==> config.mk <==
export PLATFORM = sky130hd
export DESIGN_NAME = mux21_arbiter_flat
export DESIGN_NICKNAME = d
export VERILOG_FILES = /design/src/rtl/mux21_arbiter_pkg.sv /design/src/rtl/mux21_arbiter_if.sv /design/src/rtl/mux21_arbiter_bus.sv /design/src/rtl/mux21_arbiter.sv /design/src/flat_wrapper.sv
export SDC_FILE = /design/constraint.sdc
export NUM_CORES = 1
export LEC_CHECK = 0
export ABC_CLOCK_PERIOD_IN_PS = 2000
export BUFFER_PORTS_ARGS = -buffer_cell sky130_fd_sc_hd__buf_2
export CORE_UTILIZATION = 40
export CTS_CLUSTER_SIZE = 12
export DETAILED_ROUTE_END_ITERATION = 16
export GPL_ROUTABILITY_DRIVEN = 0
export GPL_TIMING_DRIVEN = 0
export PLACE_DENSITY = 0.75
export REMOVE_ABC_BUFFERS = 1
export SYNTH_ARGS = -nofsm -noshare
export SYNTH_HDL_FRONTEND = slang
export SYNTH_HIERARCHICAL = 1
export SYNTH_SLANG_ARGS = --single-unit
==> constraint.sdc <==
create_clock -name clk -period 2 [get_ports clk]
set_input_delay 0.3 -clock clk [delete_from_list [all_inputs] [get_ports clk]]
set_output_delay 0.3 -clock clk [all_outputs]
set_load 0.03 [all_outputs]
==> src/rtl/mux21_arbiter_pkg.sv <==
// Shared types and defaults for the two-requester round-robin channel arbiter.
package mux21_arbiter_pkg;

    typedef enum logic [1:0] {
        ST_IDLE = 2'd0,
        ST_G0   = 2'd1,
        ST_G1   = 2'd2
    } state_e;

    localparam int DEF_WIDTH     = 8;
    localparam int DEF_MAX_BURST = 4;

endpackage

==> src/rtl/mux21_arbiter_if.sv <==
// Requester/consumer bundle shared by the arbiter and whatever surrounds it.
interface mux21_arbiter_if #(
    parameter int WIDTH = mux21_arbiter_pkg::DEF_WIDTH
);
    logic             req0;
    logic             req1;
    logic [WIDTH-1:0] data0;
    logic [WIDTH-1:0] data1;
    logic             gnt0;
    logic             gnt1;
    logic             sel;
    logic             out_valid;
    logic [WIDTH-1:0] out_data;
    logic             out_ready;

    // Handshake: a beat transfers on any rising clk edge where out_valid && out_ready.
    // While out_valid is high and out_ready low, out_data and the grant stay put.
    modport slave (
        input  req0, req1, data0, data1, out_ready,
        output gnt0, gnt1, sel, out_valid, out_data
    );

    modport master (
        output req0, req1, data0, data1, out_ready,
        input  gnt0, gnt1, sel, out_valid, out_data
    );
endinterface

==> src/rtl/mux21_arbiter_bus.sv <==
// Bit-sliced 2:1 data multiplexer built from single-bit mux21 cells.
module mux21 (
    input  logic input1,
    input  logic input2,
    input  logic sel,
    output logic out
);
    assign out = sel ? input2 : input1;
endmodule

module mux21_bus #(
    parameter int WIDTH = mux21_arbiter_pkg::DEF_WIDTH
) (
    input  logic [WIDTH-1:0] in1,
    input  logic [WIDTH-1:0] in2,
    input  logic             sel,
    output logic [WIDTH-1:0] out
);
    for (genvar i = 0; i < WIDTH; i++) begin : g_slice
        mux21 u_cell (
            .input1 (in1[i]),
            .input2 (in2[i]),
            .sel    (sel),
            .out    (out[i])
        );
    end
endmodule

==> src/rtl/mux21_arbiter.sv <==
// Round-robin arbiter sharing one valid/ready output between two requesters,
// with a per-grant burst limit that only forces hand-over under contention.
module mux21_arbiter
    import mux21_arbiter_pkg::*;
#(
    parameter int WIDTH     = DEF_WIDTH,
    parameter int MAX_BURST = DEF_MAX_BURST
) (
    input  logic                        clk,
    input  logic                        rst_n,
    mux21_arbiter_if.slave              bus,
    output state_e                      dbg_state,
    output logic [$clog2(MAX_BURST):0]  dbg_beat_cnt,
    output logic                        dbg_last
);
    localparam int              CNT_W    = $clog2(MAX_BURST) + 1;
    localparam logic [CNT_W-1:0] CNT_LAST = CNT_W'(MAX_BURST - 1);

    state_e           state_q, state_d;
    logic [CNT_W-1:0] beat_cnt_q, beat_cnt_d;
    logic             last_q, last_d;

    logic             gnt0, gnt1, sel, out_valid, beat;
    logic             is_idle, own_req, oth_req, own_id;
    state_e           oth_st;

    always_ff @(posedge clk or negedge rst_n) begin
        if (!rst_n) begin
            state_q    <= ST_IDLE;
            beat_cnt_q <= '0;
            last_q     <= 1'b1;
        end else begin
            state_q    <= state_d;
            beat_cnt_q <= beat_cnt_d;
            last_q     <= last_d;
        end
    end

    // Fold G0/G1 into one "own vs other" view so both grants share the same rules.
    always_comb begin
        state_d    = state_q;
        beat_cnt_d = beat_cnt_q;
        last_d     = last_q;
        is_idle    = 1'b0;
        own_req    = 1'b0;
        oth_req    = 1'b0;
        own_id     = 1'b0;
        oth_st     = ST_IDLE;
        case (state_q)
            ST_G0: begin
                own_req = bus.req0;
                oth_req = bus.req1;
                own_id  = 1'b0;
                oth_st  = ST_G1;
            end
            ST_G1: begin
                own_req = bus.req1;
                oth_req = bus.req0;
                own_id  = 1'b1;
                oth_st  = ST_G0;
            end
            default: is_idle = 1'b1;
        endcase

        if (is_idle) begin
            beat_cnt_d = '0;
            if (bus.req0 && bus.req1) state_d = last_q ? ST_G0 : ST_G1;
            else if (bus.req0)        state_d = ST_G0;
            else if (bus.req1)        state_d = ST_G1;
            else                      state_d = ST_IDLE;
        end else if (!own_req) begin
            state_d    = oth_req ? oth_st : ST_IDLE;
            last_d     = own_id;
            beat_cnt_d = '0;
        end else if (beat) begin
            if (beat_cnt_q == CNT_LAST) begin
                beat_cnt_d = '0;
                if (oth_req) begin
                    state_d = oth_st;
                    last_d  = own_id;
                end
            end else begin
                beat_cnt_d = beat_cnt_q + 1'b1;
            end
        end
    end

    always_comb begin
        gnt0      = (state_q == ST_G0);
        gnt1      = (state_q == ST_G1);
        sel       = gnt1;
        out_valid = (gnt0 && bus.req0) || (gnt1 && bus.req1);
        beat      = out_valid && bus.out_ready;
    end

    mux21_bus #(.WIDTH(WIDTH)) u_bus (
        .in1 (bus.data0),
        .in2 (bus.data1),
        .sel (sel),
        .out (bus.out_data)
    );

    assign bus.gnt0      = gnt0;
    assign bus.gnt1      = gnt1;
    assign bus.sel       = sel;
    assign bus.out_valid = out_valid;

    assign dbg_state    = state_q;
    assign dbg_beat_cnt = beat_cnt_q;
    assign dbg_last     = last_q;

endmodule

==> src/flat_wrapper.sv <==
// flat-port wrapper written by rule: the top's interface ports become plain ports
module mux21_arbiter_flat import mux21_arbiter_pkg::*;
#(
    parameter int WIDTH     = DEF_WIDTH,
    parameter int MAX_BURST = DEF_MAX_BURST
)
  (clk, rst_n, dbg_state, dbg_beat_cnt, dbg_last, bus_req0, bus_req1, bus_data0, bus_data1, bus_out_ready, bus_gnt0, bus_gnt1, bus_sel, bus_out_valid, bus_out_data);
  mux21_arbiter_if #(.WIDTH(WIDTH)) bus_i ();
  input  logic clk;
  input  logic rst_n;
  output state_e dbg_state;
  output logic [$clog2(MAX_BURST):0] dbg_beat_cnt;
  output logic dbg_last;
  input wire logic [$bits(bus_i.req0)-1:0] bus_req0;
  input wire logic [$bits(bus_i.req1)-1:0] bus_req1;
  input wire logic [$bits(bus_i.data0)-1:0] bus_data0;
  input wire logic [$bits(bus_i.data1)-1:0] bus_data1;
  input wire logic [$bits(bus_i.out_ready)-1:0] bus_out_ready;
  output wire logic [$bits(bus_i.gnt0)-1:0] bus_gnt0;
  output wire logic [$bits(bus_i.gnt1)-1:0] bus_gnt1;
  output wire logic [$bits(bus_i.sel)-1:0] bus_sel;
  output wire logic [$bits(bus_i.out_valid)-1:0] bus_out_valid;
  output wire logic [$bits(bus_i.out_data)-1:0] bus_out_data;
  assign bus_i.req0 = bus_req0;
  assign bus_i.req1 = bus_req1;
  assign bus_i.data0 = bus_data0;
  assign bus_i.data1 = bus_data1;
  assign bus_i.out_ready = bus_out_ready;
  assign bus_gnt0 = bus_i.gnt0;
  assign bus_gnt1 = bus_i.gnt1;
  assign bus_sel = bus_i.sel;
  assign bus_out_valid = bus_i.out_valid;
  assign bus_out_data = bus_i.out_data;
  mux21_arbiter #(.WIDTH(WIDTH), .MAX_BURST(MAX_BURST)) u_core (.clk(clk), .rst_n(rst_n), .bus(bus_i), .dbg_state(dbg_state), .dbg_beat_cnt(dbg_beat_cnt), .dbg_last(dbg_last));
endmodule
==> reports/metrics.cfg <==
[global_route]
grt_pass1_wl_mm = 1.87
globalRouteTotalUtil = 0.183
antenna_found_initial = 0
grt_start_max_net_pins = 16
first_global_vias = 469
grt_remaining_overflow = 0

[clock_tree]
clockRootBuffer = clkbuf_4
clk_latency_ns = 0.25
cts_tree = yes
cts.sinks = 6
cts_buffers = 3
h-tree-depth = 1
cts_buffer_depth = 2
clk_pin_slew_ns = 0.05

[worst_setup_path]
crit_required_ns = 1.70
worstPathMaxFanout = 6
cp-end-kind = output port
crit_type = register to output port
cp.arrival_ns = 1.61
cp-start-kind = register

[drt]
drc = 0
drt_pre_antenna_iters = 2
viasPerCell = 5.08
vias = 569
totalWireLength_mm = 1.37
initialDrtViolationCount = 5
antenna_left = 0
wl_per_cell_um = 12.2

[timing]
hold_violations = 0
worst_slew_pin_slew_ns = 0.329
rsz0062_at_grt = no
setup_tns_ns = 0
slew_violations = 0
fin_crit_sh = 0.957
min_period_ns = 1.91
relSlewSlack = 0.781
finClkSkew_ns = 0.00267
fmax_mhz = 522
finalSetupViolCount = 0

[yosys]
yosysSeqAreaShare = 0.257
async_flop_share = 1.00
ys_ff_latch = 6
syn_inst = 56
synth_warnings = 6
synth_edf_count = 0
yosysUniqueCellTypes = 28
syn_area_um2 = 588
synth_ff_type = dfrtp_1
syn_avg_cell_area_um2 = 10.5

[layout]
antenna_cells = 0
mostFrequentLayoutCell = buf_2
drive_above_1_share = 0.567
syn_to_final_growth_pct = 42.6
fin_nets = 124
final_cell_mix = buf_2 (38), mux2_4 (8), dfrtp_1 (5)
utilization = 0.629

[floorplanning]
fp-row-count = 13
core-area_mm2 = 0.00133
die_w_um = 40.3
die_h_um = 40.3
ioPinCount = 39
start_util = 0.441
die_area_mm2 = 0.00163

[outcome]
status = finished, final reports clean

[power_and_ir_drop]
vdd_ir_drop_max_mv = 1.08
p_leak_nw = 0.447
powerDensity_mw_per_mm2 = 1450

[worst_hold_path]
hold_path_class = input pin to asynchronous set/reset pin

[run]
cap_viol_max_count = 0

[place]
place_hpwl_mm = 1.08
io_buffers = 38

-- synth_stat cells (all sizes together), types with 2 or more instances --
library cell,n,area share
nor2b,3,0.032
a211oi,2,0.047
nand2,4,0.026
nor2,3,0.019
dfrtp,5,0.21
nand2b,2,0.021
ha,5,0.11
o32a,2,0.034
inv,3,0.019
mux2,8,0.20
mux2i,3,0.051
-- per-stage QoR --
stage	std cells	hold WS, ns	area, um2	setup WS (ns)	power (W)
final	112	0.415	838	0.0854	0.00122
after global routing	112	0.410	838	0.000594	0.00130
after CTS	112	0.398	838	0.0446	0.00122
after detailed placement	107	0.129	785	-0.117	0.00104
after global placement	107	0.128	785	-0.0428	0.00102
after floorplan	54	0.00441	576	-0.463	0.000849
-- cell type report --
cell class / instances / area [um2]
fillers: 126 / 495
multi-input cells: 45 / 430
repair buffers: 39 / 200
flip-flops and latches: 6 / 151
clock buffers: 4 / 26.3
well taps: 15 / 18.8
inverters: 3 / 11.3
-- critical path: stages (launching register included) --
cell     delay (ns)
dfrtp_1        0.43
inv_1          0.10
ha_1           0.26
a22oi_2        0.33
inv_1          0.06
buf_2          0.18
-- flip-flops by register name (all words and copies together), names as in the netlist --
register             cells
u_core/dbg_beat_cnt      3
u_core/dbg_state         2
u_core/dbg_last          1
-- path summary, 6_finish.rpt --
check	from	to	slack (ns)	cells past startpoint
max reg2reg	u_core/dbg_state[1]	u_core/dbg_state[1]	0.29	5
max	u_core/dbg_state[1]	bus_out_valid	0.09	5
max in group asynchronous	rst_n	u_core/dbg_last	1.36	2
min in group clk	bus_out_ready	u_core/dbg_beat_cnt[2]	0.43	3
min reg2reg	u_core/dbg_last	u_core/dbg_last	0.54	2
min	rst_n	u_core/dbg_beat_cnt[2]	0.41	2
-- kinds of logic after synthesis --
group,after synthesis,share of synthesized area
AND/OR/NAND/NOR,20,0.196
multiplexers,11,0.255
AO/OA/AOI/OAI,9,0.145
flip-flops,6,0.257
buffers and inverters,5,0.0404
adder cells (fa/ha/maj),5,0.106
-- repair_timing --
action	CTS	global route
endpoints found under the hold margin	5	0
setup endpoints to repair	13	1
pin swaps	0	1
buffers inserted	0	0
gates resized for setup	3	0
hold buffers	1	0
-- per-layer routing --
metal | vias to the layer above | wire length (um) | global-route usage | part of all wire
met2 | 26 | 671 | 0.302 | 0.49
met4 | 0 | 14 | 0.100 | 0.010
met3 | 2 | 134 | 0.0833 | 0.098
li1 | 283 | - | - | -
met5 | - | 0 | 0 | 0
met1 | 258 | 551 | 0.193 | 0.40
-- power breakdown --
group | total (W) | switching (W) | leakage, nW | internal (W)
sequential | 0.000197 | 0.0000384 | 0.0780 | 0.000159
clock | 0.000126 | 0.0000499 | 0.0150 | 0.0000760
combinational | 0.000896 | 0.000532 | 0.354 | 0.000364
total | 0.00122 | 0.000621 | 0.447 | 0.000599
Note: power is estimated with default switching activity, not from simulation.
